`config.mk`:
```
export PLATFORM = sky130hd
export DESIGN_NAME = cross_bar_slave_resp_flat
export DESIGN_NICKNAME = d
export VERILOG_FILES = /design/src/rtl/cross_bar_pkg.sv /design/src/rtl/cross_bar_slave_resp_if.sv /design/src/rtl/cross_bar_slave_resp.sv /design/src/flat_wrapper.sv
export SDC_FILE = /design/constraint.sdc
export NUM_CORES = 1
export LEC_CHECK = 0
export ABC_CLOCK_PERIOD_IN_PS = 3000
export CAP_MARGIN = 20
export CORE_ASPECT_RATIO = 1.1
export CORE_MARGIN = 5
export CORE_UTILIZATION = 28
export DETAILED_ROUTE_END_ITERATION = 10
export HOLD_SLACK_MARGIN = 0.12
export PLACE_DENSITY = 0.81
export SLEW_MARGIN = 30
export SYNTH_ARGS = -nofsm -noshare
export SYNTH_HDL_FRONTEND = slang
export SYNTH_SLANG_ARGS = --single-unit
```
`constraint.sdc`:
```
create_clock -name clk -period 3 [get_ports clk]
set_input_delay 0.75 -clock clk [delete_from_list [all_inputs] [get_ports clk]]
set_output_delay 0.75 -clock clk [all_outputs]
set_load 0.02 [all_outputs]
```
`src/rtl/cross_bar_pkg.sv`:
```
// Shared crossbar parameters: master count and read-data type.
package cross_bar_pkg;
  localparam int unsigned MASTER_N = 4;
  typedef logic [31:0] data_t;
endpackage

```
`src/rtl/cross_bar_slave_resp_if.sv`:
```
// Bus bundle between the per-slave request mux, the slave port and the master return paths.
interface cross_bar_slave_resp_if #(
  parameter int unsigned DEPTH = 4
);
  localparam int unsigned MasterN = cross_bar_pkg::MASTER_N;
  localparam int unsigned CntW    = $clog2(DEPTH + 1);

  logic [MasterN-1:0]    grant;
  logic                  in_req;
  logic                  in_cmd;
  logic                  slave_req;
  logic                  slave_ack;
  logic                  slave_resp;
  cross_bar_pkg::data_t  slave_rdata;
  logic [MasterN-1:0]    master_ack;
  logic [MasterN-1:0]    master_resp;
  cross_bar_pkg::data_t  master_rdata [MasterN];
  logic [CntW-1:0]       pending;
  logic                  resp_err;

  modport slave (
    input  grant, in_req, in_cmd, slave_ack, slave_resp, slave_rdata,
    output slave_req, master_ack, master_resp, master_rdata, pending, resp_err
  );

  modport master (
    output grant, in_req, in_cmd, slave_ack, slave_resp, slave_rdata,
    input  slave_req, master_ack, master_resp, master_rdata, pending, resp_err
  );
endinterface

```
`src/rtl/cross_bar_slave_resp.sv`:
```
// Per-slave return path: gates requests on tracking capacity, routes acks to the granted master
// and steers in-order read responses back to the master that issued each read.
module cross_bar_slave_resp #(
  parameter int unsigned DEPTH = 4
) (
  input  logic                           clk,
  input  logic                           reset,
  cross_bar_slave_resp_if.slave          bus
);
  localparam int unsigned MasterN = cross_bar_pkg::MASTER_N;
  localparam int unsigned IdxW    = (MasterN > 1) ? $clog2(MasterN) : 1;
  localparam int unsigned PtrW    = $clog2(DEPTH);
  localparam int unsigned CntW    = $clog2(DEPTH + 1);

  logic [IdxW-1:0] fifo_q [DEPTH];
  logic [PtrW-1:0] wp_q, wp_d;
  logic [PtrW-1:0] rp_q, rp_d;
  logic [CntW-1:0] count_q, count_d;
  logic            resp_err_q, resp_err_d;

  logic            full, empty, push, pop;
  logic [IdxW-1:0] grant_idx;
  logic [IdxW-1:0] head;

  function automatic logic [PtrW-1:0] next_ptr(input logic [PtrW-1:0] ptr);
    // DEPTH need not be a power of two, so wrap explicitly.
    return (ptr == PtrW'(DEPTH - 1)) ? '0 : ptr + PtrW'(1);
  endfunction

  assign full  = (count_q == CntW'(DEPTH));
  assign empty = (count_q == '0);

  assign bus.slave_req  = bus.in_req & ~full & ~reset;
  assign bus.master_ack = bus.grant & {MasterN{bus.slave_req & bus.slave_ack}};

  assign push = bus.slave_req & bus.slave_ack & ~bus.in_cmd;
  assign pop  = bus.slave_resp & ~empty;
  assign head = fifo_q[rp_q];

  // Grant is one-hot; an all-zero grant on a push is illegal and records index 0.
  always_comb begin
    grant_idx = '0;
    for (int i = MasterN - 1; i >= 0; i--) begin
      if (bus.grant[i]) grant_idx = IdxW'(i);
    end
  end

  always_comb begin
    for (int i = 0; i < MasterN; i++) begin
      bus.master_resp[i]  = pop && (head == IdxW'(i));
      bus.master_rdata[i] = (pop && (head == IdxW'(i))) ? bus.slave_rdata : '0;
    end
  end

  always_comb begin
    wp_d       = push ? next_ptr(wp_q) : wp_q;
    rp_d       = pop ? next_ptr(rp_q) : rp_q;
    count_d    = count_q;
    resp_err_d = resp_err_q | (bus.slave_resp & empty);
    unique case ({push, pop})
      2'b10:   count_d = count_q + CntW'(1);
      2'b01:   count_d = count_q - CntW'(1);
      default: count_d = count_q;
    endcase
  end

  always_ff @(posedge clk) begin
    if (reset) begin
      wp_q       <= '0;
      rp_q       <= '0;
      count_q    <= '0;
      resp_err_q <= 1'b0;
      for (int i = 0; i < DEPTH; i++) fifo_q[i] <= '0;
    end else begin
      wp_q       <= wp_d;
      rp_q       <= rp_d;
      count_q    <= count_d;
      resp_err_q <= resp_err_d;
      if (push) fifo_q[wp_q] <= grant_idx;
    end
  end

  assign bus.pending  = count_q;
  assign bus.resp_err = resp_err_q;

endmodule

```
`src/flat_wrapper.sv`:
```
// flat-port wrapper written by rule: the top's interface ports become plain ports
module cross_bar_slave_resp_flat 
#(
  parameter int unsigned DEPTH = 4
)
  (clk, reset, bus_grant, bus_in_req, bus_in_cmd, bus_slave_ack, bus_slave_resp, bus_slave_rdata, bus_slave_req, bus_master_ack, bus_master_resp, bus_master_rdata, bus_pending, bus_resp_err);
  cross_bar_slave_resp_if #(.DEPTH(DEPTH)) bus_i ();
  input  logic clk;
  input  logic reset;
  input wire logic [$bits(bus_i.grant)-1:0] bus_grant;
  input wire logic [$bits(bus_i.in_req)-1:0] bus_in_req;
  input wire logic [$bits(bus_i.in_cmd)-1:0] bus_in_cmd;
  input wire logic [$bits(bus_i.slave_ack)-1:0] bus_slave_ack;
  input wire logic [$bits(bus_i.slave_resp)-1:0] bus_slave_resp;
  input wire logic [$bits(bus_i.slave_rdata)-1:0] bus_slave_rdata;
  output wire logic [$bits(bus_i.slave_req)-1:0] bus_slave_req;
  output wire logic [$bits(bus_i.master_ack)-1:0] bus_master_ack;
  output wire logic [$bits(bus_i.master_resp)-1:0] bus_master_resp;
  output wire logic [$bits(bus_i.master_rdata)-1:0] bus_master_rdata;
  output wire logic [$bits(bus_i.pending)-1:0] bus_pending;
  output wire logic [$bits(bus_i.resp_err)-1:0] bus_resp_err;
  assign bus_i.grant = bus_grant;
  assign bus_i.in_req = bus_in_req;
  assign bus_i.in_cmd = bus_in_cmd;
  assign bus_i.slave_ack = bus_slave_ack;
  assign bus_i.slave_resp = bus_slave_resp;
  assign bus_i.slave_rdata = bus_slave_rdata;
  assign bus_slave_req = bus_i.slave_req;
  assign bus_master_ack = bus_i.master_ack;
  assign bus_master_resp = bus_i.master_resp;
  assign bus_master_rdata = {>>{bus_i.master_rdata}};
  assign bus_pending = bus_i.pending;
  assign bus_resp_err = bus_i.resp_err;
  cross_bar_slave_resp #(.DEPTH(DEPTH)) u_core (.clk(clk), .reset(reset), .bus(bus_i));
endmodule
```
# Yosys cells after proc, flatten, opt, wreduce, memory -nomap -nowiden
# Memories as Yosys holds them, arrays and structs flattened. A register that Yosys moved wholly into a read port is not among the register bits.
# Index checks and enable logic that the tools add are counted.
# W data, S select, Z words.
op_classes:
  n_bitwise: 12
  n_eq_ne: 8
  addsub: 4
  muxes: 21
  n_reduce_logical: 8
ops:
  columns: ["operator", "count"]
  rows:
  - ["$mux W32", 4]
  - ["$mux W2", 10]
  - ["$eq A2 B2 Y1 const B", 5]
  - ["$and A1 B1 Y1", 6]
  - ["$mux W1", 6]
  - ["$pmux W3 S2", 1]
  - ["$add A2 B1 Y2 const B", 2]
  - ["$and A4 B4 Y4", 1]
  - ["$eq A2 B1 Y1 const B", 2]
  - ["$logic_and A1 B1 Y1", 4]
  - ["$not A1 Y1", 4]
  - ["$add A3 B1 Y3 const B", 1]
  - ["$eq A3 B3 Y1 const B", 1]
  - ["$logic_not A3 Y1", 1]
  - ["$sub A3 B1 Y3 const B", 1]
  - ["$logic_not A2 Y1", 1]
  - ["$reduce_bool A2 Y1", 1]
  - ["$reduce_or A2 Y1", 1]
  - ["$or A1 B1 Y1", 1]
word_totals:
  word_cells: 58
  inputBits: 42
  out_inout_bits: 141
  ff_bits: 8
  ram_bits: 8
  n_memories: 1
mem_list:
  columns: ["name", "depth", "word_bits", "rd", "rd_ports_with_merged_regs", "wr", "line", "text"]
  rows:
  - ["u_core.fifo_q", 4, 2, 1, 1, 4, "cross_bar_slave_resp.sv:15", "logic [IdxW-1:0] fifo_q [DEPTH];"]

# Longest topological paths before layout
depth:
  depth_word: 11
  mapped_depth: 9
  ltp_nobuf: 9

# Least setup slack after synthesis
# Ideal clock, no wire load.
synth_path:
  path_kind: "register to register"
  start: "register u_core.count_q[2] (netlist: u_core.bus.pending[2])"
  end: "register u_core.count_q[2] (netlist: u_core.bus.pending[2])"
  arrival_ns: 2.462
  n_path_buf: 0
  t_required_ns: 2.930
  setup_ns: 0.070
  path_slack_ns: 0.467
  stages_incl_launch_ff: 10
  period_less_slack_ns: 2.533
  cell_sequence: "dfxtp_1 > nor3b_1 > and4bb_2 > nand2_1 > ha_1 > inv_1 > fa_1 > xor2_1 > or3_1 > a21oi_1"
synth_via:
  elab_chain_len: 8
  word_cells_on_any_way: 15
  classes_between: "add/sub: 2; eq/ne: 3; mux: 1; bitwise: 7; reduce/logical: 2"
synth_lines:
  columns: ["element", "line", "text"]
  rows:
  - ["start: declaration", "cross_bar_slave_resp.sv:18", "logic [CntW-1:0] count_q, count_d;"]
  - ["start signal: assignment", "cross_bar_slave_resp.sv:77", "count_q <= count_d;"]
  - ["$eq A3 B3 Y1", "cross_bar_slave_resp.sv:30", "assign full = (count_q == CntW'(DEPTH));"]
  - ["$not A1 Y1", "cross_bar_slave_resp.sv:33", "assign bus.slave_req = bus.in_req & ~full & ~reset;"]
  - ["$and A1 B1 Y1 (2 in series)", "cross_bar_slave_resp.sv:33", null]
  - ["$and A1 B1 Y1 (2 in series)", "cross_bar_slave_resp.sv:36", "assign push = bus.slave_req & bus.slave_ack & ~bus.in_cmd;"]
  - ["$eq A2 B1 Y1 / $eq A2 B2 Y1 (equally long branches)", "cross_bar_slave_resp.sv:60", "unique case ({push, pop})"]
  - ["$pmux W3 S2 / $reduce_bool A2 Y1 (equally long branches)", null, null]
# Parallel ways exist; a longest one is shown, timed or not.
# A chain may end at the register's enable or synchronous reset.

# Final worst setup path
layout_path:
  start: "input port bus_slave_resp"
  end: "output port bus_master_rdata[30]"
layout_via:
  elab_chain_len: 3
layout_lines:
  columns: ["element", "line", "text"]
  rows:
  - ["start: declaration", "flat_wrapper.sv:14", "input wire logic [$bits(bus_i.slave_resp)-1:0] bus_slave_resp;"]
  - ["$and A1 B1 Y1", "cross_bar_slave_resp.sv:37", "assign pop = bus.slave_resp & ~empty;"]
  - ["$logic_and A1 B1 Y1", "cross_bar_slave_resp.sv:51", "bus.master_rdata[i] = (pop && (head == IdxW'(i))) ? bus.slave_rdata : '0;"]
  - ["$mux W32", "cross_bar_slave_resp.sv:51", null]
  - ["end: declaration", "flat_wrapper.sv:19", "output wire logic [$bits(bus_i.master_rdata)-1:0] bus_master_rdata;"]
# No other way between the ends.

==> flow_metrics.py <==
metrics = {
    "detailed_routing": {
        "via_count": 2436,
        "via_per_inst": 4.60,
        "drc": 0,
        "finalWirelength_mm": 7.60,
        "drtPass1Iterations": 4,
        "first_iter_violations": 125,
        "antenna_left": 0,
        "wl_per_cell_um": 14.3,
    },
    "worst_setup_path": {
        "end_kind": "output port",
        "arrival_ns": 2.19,
        "crit_path_top_delay_cell": "clkdlybuf4s50_1",
        "worstPathCellList": "clkdlybuf4s50_1 -> o31ai_4 -> clkinv_1 -> buf_4 -> nand2_1 -> nor2_1 -> clkdlybuf4s15_1",
        "cp_max_fo": 9,
        "critPathRequiredTime_ns": 2.25,
        "cp_slowest_stage_delay_ns": 0.52,
        "crit_type": "primary input to output port",
        "cp-start-kind": "primary input",
    },
    "timing": {
        "slew_headroom": 0.689,
        "fin_skew_ns": 0.00107,
        "tightestPinTransition_ns": 0.461,
        "maxSlewViolCount": 0,
        "timing.fmax_ghz": 0.340,
        "hold_viol_final": 0,
        "hold_ws_ns": 0.483,
        "finalSetupViolCount": 0,
        "worst_slack_ns": 0.0588,
        "finalCritPeriodShare": 0.980,
        "rsz0062_at_grt": "false",
        "min_period_ns": 2.94,
    },
    "synthesis": {
        "ys_seq_area_frac": 0.264,
        "ys_ff_latch": 18,
        "synth_area_per_cell_um2": 6.13,
        "yosys_warnings": 0,
        "netlist_area_um2": 1670,
        "synth_top_area_cell": "nor2_1",
        "yosys-top-cells-area": "nor2_1 31%, edfxtp_1 14%, dfxtp_1 12%, nand2_1 8.6%, buf_2 3.0%",
        "yosys.area.top_type_share": 0.306,
        "synth.net_count": 318,
        "synth_cell_types": 31,
        "syn_inst": 272,
    },
    "placed_design": {
        "hpwl_mm": 6.08,
        "portBuffers": 182,
        "placedInstanceArea_um2": 3620,
        "pre_cts_ws_ns": -0.303,
        "gp_congestion": 0.833,
    },
    "clocking": {
        "hold_buffers": 0,
        "insertion_delay_ns": 0.25,
        "cts_buffers": 3,
        "tritoncts": "built",
        "cts.root.buffer_cell": "clkbuf_8",
        "cts_setup_buffers": 0,
        "cts.clk_slew.worst_paths_ns": 0.06,
        "htree_levels": 1,
        "clock_sinks": 18,
        "cts_buffer_depth": 2,
        "post_cts_resized": 138,
    },
    "power_and_ir_drop": {
        "vdd_drop_max_mv": 0.279,
        "pwr-share-comb": 0.463,
        "power_frac_clock": 0.205,
        "leakage_nw": 1.48,
        "p_per_area_nw_per_um2": 265,
        "intPower_mw": 0.526,
        "power_mw": 0.848,
        "switching_share": 0.380,
        "switchingPower_mw": 0.322,
        "p_seq_frac": 0.332,
    },
    "global_route": {
        "grt_pass1_vias": 2265,
        "antenna_found_initial": 0,
        "track_usage": 0.184,
        "overflow": 0,
        "grt_pass1_wl_mm": 11.7,
        "grt_start_max_net_pins": 33,
    },
    "cells_and_area": {
        "seqCellArea_um2": 440,
        "diodes": 0,
        "fillCellCount": 597,
        "area_growth_pct": 92.0,
        "final_area_um2": 3200,
        "multi_input_area_um2": 1090,
        "drive_gt1_frac": 0.256,
        "layout_commonest_cell": "nor2_1",
        "final_cell_mix": "136 x nor2_1, 90 x clkbuf_2, 45 x clkdlybuf4s50_1",
        "nNetsFinal": 500,
    },
    "floorplanning": {
        "die_y_um": 90.9,
        "num_rows": 29,
        "initial_core_util": 0.289,
        "core_um2": 5770,
        "design.die.area_um2": 7600,
        "die_w_um": 83.6,
        "design.portCount": 183,
    },
    "min_path": {
        "hold_path.class": "flip-flop to flip-flop",
    },
    "outcome": {
        "status": "finished clean",
    },
    "flow_run": {
        "max_cap_viol_count": 0,
    },
}
-- Yosys cell counts --
| cell | number |
|---|---|
| clkinv_1 | 1 |
| nor3_1 | 9 |
| nor2b_1 | 1 |
| nand2b_1 | 2 |
| or2_1 | 1 |
| or4_1 | 1 |
| nand3b_1 | 1 |
| dfxtp_1 | 10 |
| or3b_2 | 1 |
| o31ai_4 | 1 |
| or3_1 | 3 |
| inv_1 | 4 |
| and2_1 | 4 |
| nand4bb_1 | 2 |
| ha_1 | 3 |
| and4bb_2 | 1 |
| buf_6 | 4 |
| nor3b_1 | 2 |
| o21ai_0 | 4 |
| a21oi_1 | 7 |
| nor2_2 | 2 |
| o21bai_1 | 4 |
| edfxtp_1 | 8 |
| mux4_2 | 2 |
| nand2_1 | 38 |
| fa_1 | 1 |
| buf_2 | 10 |
| nor2_1 | 136 |
| a41o_1 | 1 |
| xor2_1 | 2 |
| clkbuf_1 | 6 |
-- power by group through the flow --
stage | clock network (mW) | logic [mW] | registers, mW
3_3_place_gp | 0 | 0.416 | 0.286
2_1_floorplan | 0 | 0.222 | 0.290
6_report | 0.174 | 0.393 | 0.281
3_5_place_dp | 0 | 0.423 | 0.287
5_1_grt | 0.181 | 0.427 | 0.284
4_1_cts | 0.176 | 0.399 | 0.282
-- worst max-delay path: cells and delay by family --
kind	cells	cell delay [ns]
simple gates	2	0.25
buf+inv	4	1.09
compound gates	1	0.09
-- final cells by class --
type | instances | share of cell area
multi-input combinational | 229 | 0.341
tap | 77 | 0.0301
timing repair buffer | 197 | 0.472
clock buffer | 4 | 0.0141
sequential | 18 | 0.138
inverter | 5 | 0.00587
-- worst paths after layout --
path | start | to | slack (ns) | cells after the start
worst max-delay path | bus_slave_resp | bus_master_rdata[30] | 0.06 | 7
worst min-delay path | u_core.bus.resp_err$_SDFF_PP0_ | u_core.bus.resp_err$_SDFF_PP0_ | 0.48 | 2
worst max register to register | u_core.bus.pending[2]$_SDFFE_PP0P_ | u_core.bus.pending[2]$_SDFFE_PP0P_ | 0.38 | 10
worst min register to register | u_core.bus.resp_err$_SDFF_PP0_ | u_core.bus.resp_err$_SDFF_PP0_ | 0.48 | 2
-- metrics by stage --
step,cells,TNS [ns],util
5_1_grt,530,0,0.555
3_3_place_gp,526,-27.27,0.627
6_report,530,0,0.555
3_5_place_dp,526,-29.70,0.627
4_1_cts,530,0,0.607
2_1_floorplan,272,0,-
-- routing by layer --
metal  global-route usage  up-vias  share of wire
met5                    0        -              0
met4               0.0603        0          0.028
met2                0.349      126           0.52
li1                     -     1224              -
met3               0.0283       16          0.065
met1                0.206     1070           0.39
-- cell families after synthesis --
kind of cell / count (synthesis) / synth area share
AND/OR/NAND/NOR: 204 / 0.512
adder cells (fa/ha/maj): 4 / 0.0345
multiplexers: 2 / 0.0270
flip-flops: 18 / 0.264
AO/OA/AOI/OAI: 17 / 0.0698
buffers and inverters: 25 / 0.0818
XOR/XNOR: 2 / 0.0105
No activity file was read; power rests on OpenSTA's default activity.
==> RTL change 1 (same settings) <==
Set the package constant `MASTER_N` to 2 (it was 4).
--- a/src/rtl/cross_bar_pkg.sv
+++ b/src/rtl/cross_bar_pkg.sv
@@ -1,6 +1,6 @@
 // Shared crossbar parameters: master count and read-data type.
 package cross_bar_pkg;
-  localparam int unsigned MASTER_N = 4;
+  localparam int unsigned MASTER_N = 2;
   typedef logic [31:0] data_t;
 endpackage
 
Ports: changed (resized bus_grant, bus_master_ack, bus_master_rdata and bus_master_resp); port bits go from 183 to 113. The function was not compared with the original's and may differ.
==> RTL change 1 against the unedited design <==
- synthesized area shrank 25%
- cell area fell by 25%
- utilization rose by 0.49 points
- non-clock buffer count decreased by 73
- clock skew up 4.1 ps
- critical path depth is 1 lower
- power fell by 18%
- worst setup slack better by 21 ps
- routed wire length fell by 39%
- sequential power decreased by 22%
- sequential cell count is 4 lower
- critical path type unchanged
- critical endpoint is now bus_master_rdata[13]
==> RTL change 1: results (changes against the unedited design) <==
- Post-DP Area: 2441 µm² (-33%)
- CP max-delay cell: clkdlybuf4s50_1
- Post-synth cell types: 32 (+3.2%)
- Routability Congestion: 0.8083 (-3.0%)
- Placed insts: 314 (-40%)
- Top cells by count, synth: and3_1, dfxtp_1, nor2_1
- Worst Reg-to-Reg Cells: 8 (-2)
- Layout cells sized above 1: 9.470% (-16 points)
- DRT iter0 DRCs: 44 (-65%)
- Synth Flop Type: dfxtp_1
- First-pass GRT wire length: 7.093 mm (-39%)
- Initial antenna violation count: 0 (unchanged)
- Worst min-delay path class: reg -> reg
- CTS buffer count: 3 (unchanged)
- Largest net degree at the start of global routing: 39 (+18%)
- Antenna diodes: 0 (unchanged)
- Htree depth: 1 (unchanged)
- Leakage power: 1.517 nW (+2.2%)
- Number of flops mapped to enable cells by yosys: 4 (-4)
- Worst Hold Depth: 2 (unchanged)
- Sequential area share after synthesis: 25.65% (-0.78 points)
- Syn Inst Count: 150 (-45%)
- Number of global-route vias before repair: 1,438 (-37%)
- Max stage delay on crit path: 520 ps (about the same)
- Vias: 1,521 (-38%)
- Dpl ws: -211.4 ps (+91.77 ps)
- Syn Nets: 194 (-39%)
- Async SR Flop Fraction: 0% (unchanged)
- Clock skew: 5.158 ps (+4.084 ps)
- Slew HR: 79.71% (+11 points)
- Fill cell count: 432 (-28%)
- Non-Filler Instances: 318 (-40%)
- Area grow syn2layout: 93.39%
- CTS Root Cell: clkbuf_8
- Outcome: finished clean
- Synth area leaders: and3_1, dfxtp_1, edfxtp_1, buf_6, ha_1
- Latest clock arrival within the worst-skew pair: 240 ps
- Avg WL per Cell: 14.60 µm (+1.8%)
- CTS clk-pin slew, worst paths: 60 ps (about the same)
- Gr usage total: 14.93% (-3.4 points)
- Post-detail-place hpwl: 3.710 mm (-39%)
- WP data arrival: 2170 ps (-20 ps)
- First-pass DRT Iterations: 4 (unchanged)
- Clk buf depth: 2 (unchanged)
- PortBufs: 112 (-38%)
- CP Max Fanout: 16 (+7)
- Yosys warning count: 0 (unchanged)
- Sw Share: 33.03% (-5.0 points)
- Peak supply drop: 0.2439 mV (-13%)
## RTL change 1: through the flow
stage	power [mW]	hold slack [ps]
finish	0.6981	482.0
global route	0.7383	503.8
CTS	0.7016	484.3
detailed placement	0.5435	473.8
global placement	0.5377	459.8
floorplan	0.3898	454.1
## RTL change 1: area by class of cell
cell class                      instances  area share, %
Multi-Input combinational cell        116          33.42
Sequential cell                        14          13.26
Timing Repair Buffer                  124          47.31
Inverter                                6         0.9326
Clock buffer                            4          2.280
Tap cell                               54          2.798
## RTL change 1: worst paths after layout
path,startpoint,end,slack [ps]
worst max-delay path,bus_slave_resp,bus_master_rdata[13],80
worst min-delay path,u_core.rp_q[1],flop,480
worst max register to register,u_core.bus.pending[2],u_core.bus.pending[2],720
worst min register to register,u_core.rp_q[1],flop,480
## RTL change 1: power by group through the flow
| stage | registers (mW) | clock network [mW] | logic (mW) |
|---|---|---|---|
| 2_1_floorplan | 0.227 | 0 | 0.163 |
| 3_3_place_gp | 0.224 | 0 | 0.314 |
| 3_5_place_dp | 0.224 | 0 | 0.320 |
| 4_1_cts | 0.220 | 0.184 | 0.297 |
| 5_1_grt | 0.221 | 0.198 | 0.319 |
| 6_report | 0.220 | 0.182 | 0.296 |
## RTL change 1: worst max-delay path, delay by kind of cell
family	cells	cell delay, ps
AOI/OAI and AO/OA	1	100
buffers and inverters	4	1130
and+or+nand+nor	1	190
## RTL change 1: what timing repair did
action	CTS	global route
setup endpoints to repair	68	2
hold buffers	0	0
resized for setup	68	2
pin swaps	0	0
setup buffers	0	0
hold endpoints to repair	0	0
## RTL change 1: routing by layer
layer,vias up,GRT usage (%),wire length [µm]
li1,768,-,-
met1,682,16.69,1880
met2,65,28.46,2307
met3,6,2.267,391
met4,0,3.986,65
met5,-,0,0
## RTL change 1: kinds of logic (layout without fill, tap and decap cells)
family / Yosys count / count (layout) / share of synthesized area (%)
AOI/OAI and AO/OA: 11 / 11 / 5.912
xor gates and xnor gates: 2 / 2 / 1.403
adders and majority gates: 4 / 4 / 4.610
buffers and inverters: 20 / 134 / 9.719
DFF: 14 / 14 / 25.65
muxes: 6 / 6 / 6.713
and+or+nand+nor: 93 / 93 / 45.99
==> RTL change 2 (same flow settings) <==
Made on the original files. Reset style: asynchronous (`reset`), changed in one clocked block.
--- a/src/rtl/cross_bar_slave_resp.sv
+++ b/src/rtl/cross_bar_slave_resp.sv
@@ -64,7 +64,7 @@
     endcase
   end
 
-  always_ff @(posedge clk) begin
+  always_ff @(posedge clk or posedge reset) begin
     if (reset) begin
       wp_q       <= '0;
       rp_q       <= '0;
Behaviour: differs if reset is asserted again (counterexample within 4 cycles, from zero or initial values and one cycle with reset high); with reset held inactive, the same outputs for 10 cycles.
==> RTL change 2 against the unedited design <==
- maximum frequency up 0.48%
- cell area up 1.4%
- worst setup slack better by 14 ps
- register-to-register slack better by 290 ps
- worst hold slack worse by 27 ps
- synthesized area up 3.2%
- synthesized cell count down 4.4%
- sequential cell count down 2
- utilization down 2.1 points
- die area up 2.8%
- via count down 0.37%
- routed wire length up 12%
- critical endpoint is now bus_master_rdata[118]
Power is left out: it rests on default switching activity, and per cell area and clock period it moved more than threefold.
==> RTL change 2: results (changes against the unedited design) <==
- Outcome: finished clean
- Worst r2r src: u_core.bus.pending[1]
- Dpl ws: -325.7 ps (-22.57 ps)
- Post-DP Area: 3715 µm² (+2.7%)
- Sequential area share after synthesis: 23.29% (-3.1 points)
- Worst Slack Setup Final: 72.72 ps (+13.92 ps)
- Synth Flop Type: dfrtp_1
- Sequential Area: 402.9 µm² (-8.5%)
- Layout cells sized above 1: 45.62% (+20 points)
- Routability Congestion: 0.8320 (-0.14%)
- RR Endpoint: u_core.bus.pending[2]
- Async SR Flop Fraction: 100.0% (+100 points)
- Post-detail-place hpwl: 6.889 mm (+13%)
- Syn Inst Count: 260 (-4.4%)
- Fill cell count: 640 (+7.2%)
- Gr usage total: 19.91% (+1.5 points)
- Clock skew: 1.687 ps (+0.6132 ps)
- Number of global-route vias before repair: 2,258 (-0.31%)
- Mapped cell area: 1719 µm² (+3.2%)
- Avg WL per Cell: 16.27 µm (+13%)
- Non-Filler Instances: 525 (-0.94%)
- DRT iter0 DRCs: 130 (+4.0%)
- Syn Nets: 309 (-2.8%)
- Top cells by count, synth: nor2_1, nand2_1, nor2_2, dfrtp_1, mux2_2
- Setup slack, reg-to-reg: 670 ps (+290 ps)
- Setup crit end: bus_master_rdata[118]
- Worst Reg-to-Reg Cells: 8 (-2)
- Net count, final: 495 (-1.0%)
- Synth area leaders: dfrtp_1, nor2_1, nor2_2, nand2_1, mux2_2
- First-pass GRT wire length: 12.59 mm (+7.6%)
- Number of flops mapped to enable cells by yosys: 0 (-8)
- Vias: 2,427 (-0.37%)
## RTL change 2: kinds of logic after synthesis
logic type                 synth area share (%)
muxes                                     9.753
buffers and inverters                     8.952
AOI/OAI and AO/OA                         2.474
xor gates and xnor gates                  1.529
and+or+nand+nor                           48.47
DFF                                       23.29
adders and majority gates                 5.531
## RTL change 2: how the worst min path moves through the flow
stage,startpoint,end,slack (ps),cells past startpoint
2_1_floorplan,u_core.fifo_q[2],u_core.fifo_q[2],470,1
3_3_place_gp,u_core.bus.resp_err,u_core.bus.resp_err,440,1
3_5_place_dp,u_core.bus.resp_err,u_core.bus.resp_err,450,1
4_1_cts,u_core.bus.resp_err,u_core.bus.resp_err,460,1
5_1_grt,u_core.bus.resp_err,u_core.bus.resp_err,490,1
6_report,u_core.bus.resp_err,u_core.bus.resp_err,460,1
## RTL change 2: routing by layer
layer	vias up	track usage, %	wire length, µm
met5	-	0	0
met4	0	4.354	108
met3	11	4.313	606
met2	118	36.42	4267
met1	1126	23.55	3558
li1	1172	-	-
## RTL change 2: critical path: stages
cell and delay, ps:
clkdlybuf4s50_1 520, o31ai_4 90, clkinv_1 100, buf_12 160, nand2_1 140, nor2_2 100, clkdlybuf4s15_1 310
## RTL change 2: what timing repair did
action / CTS / global route
pin swaps: 0 / 0
gates resized for setup: 196 / 207
endpoints found under the setup margin: 136 / 127
## RTL change 2: area by class of cell
cell class	count	share of cell area, %
well taps	80	3.084
inverters	8	0.9252
multi-input cells	217	36.74
clock buffers	4	1.696
repair buffers	200	45.14
flip-flops and latches	16	12.41
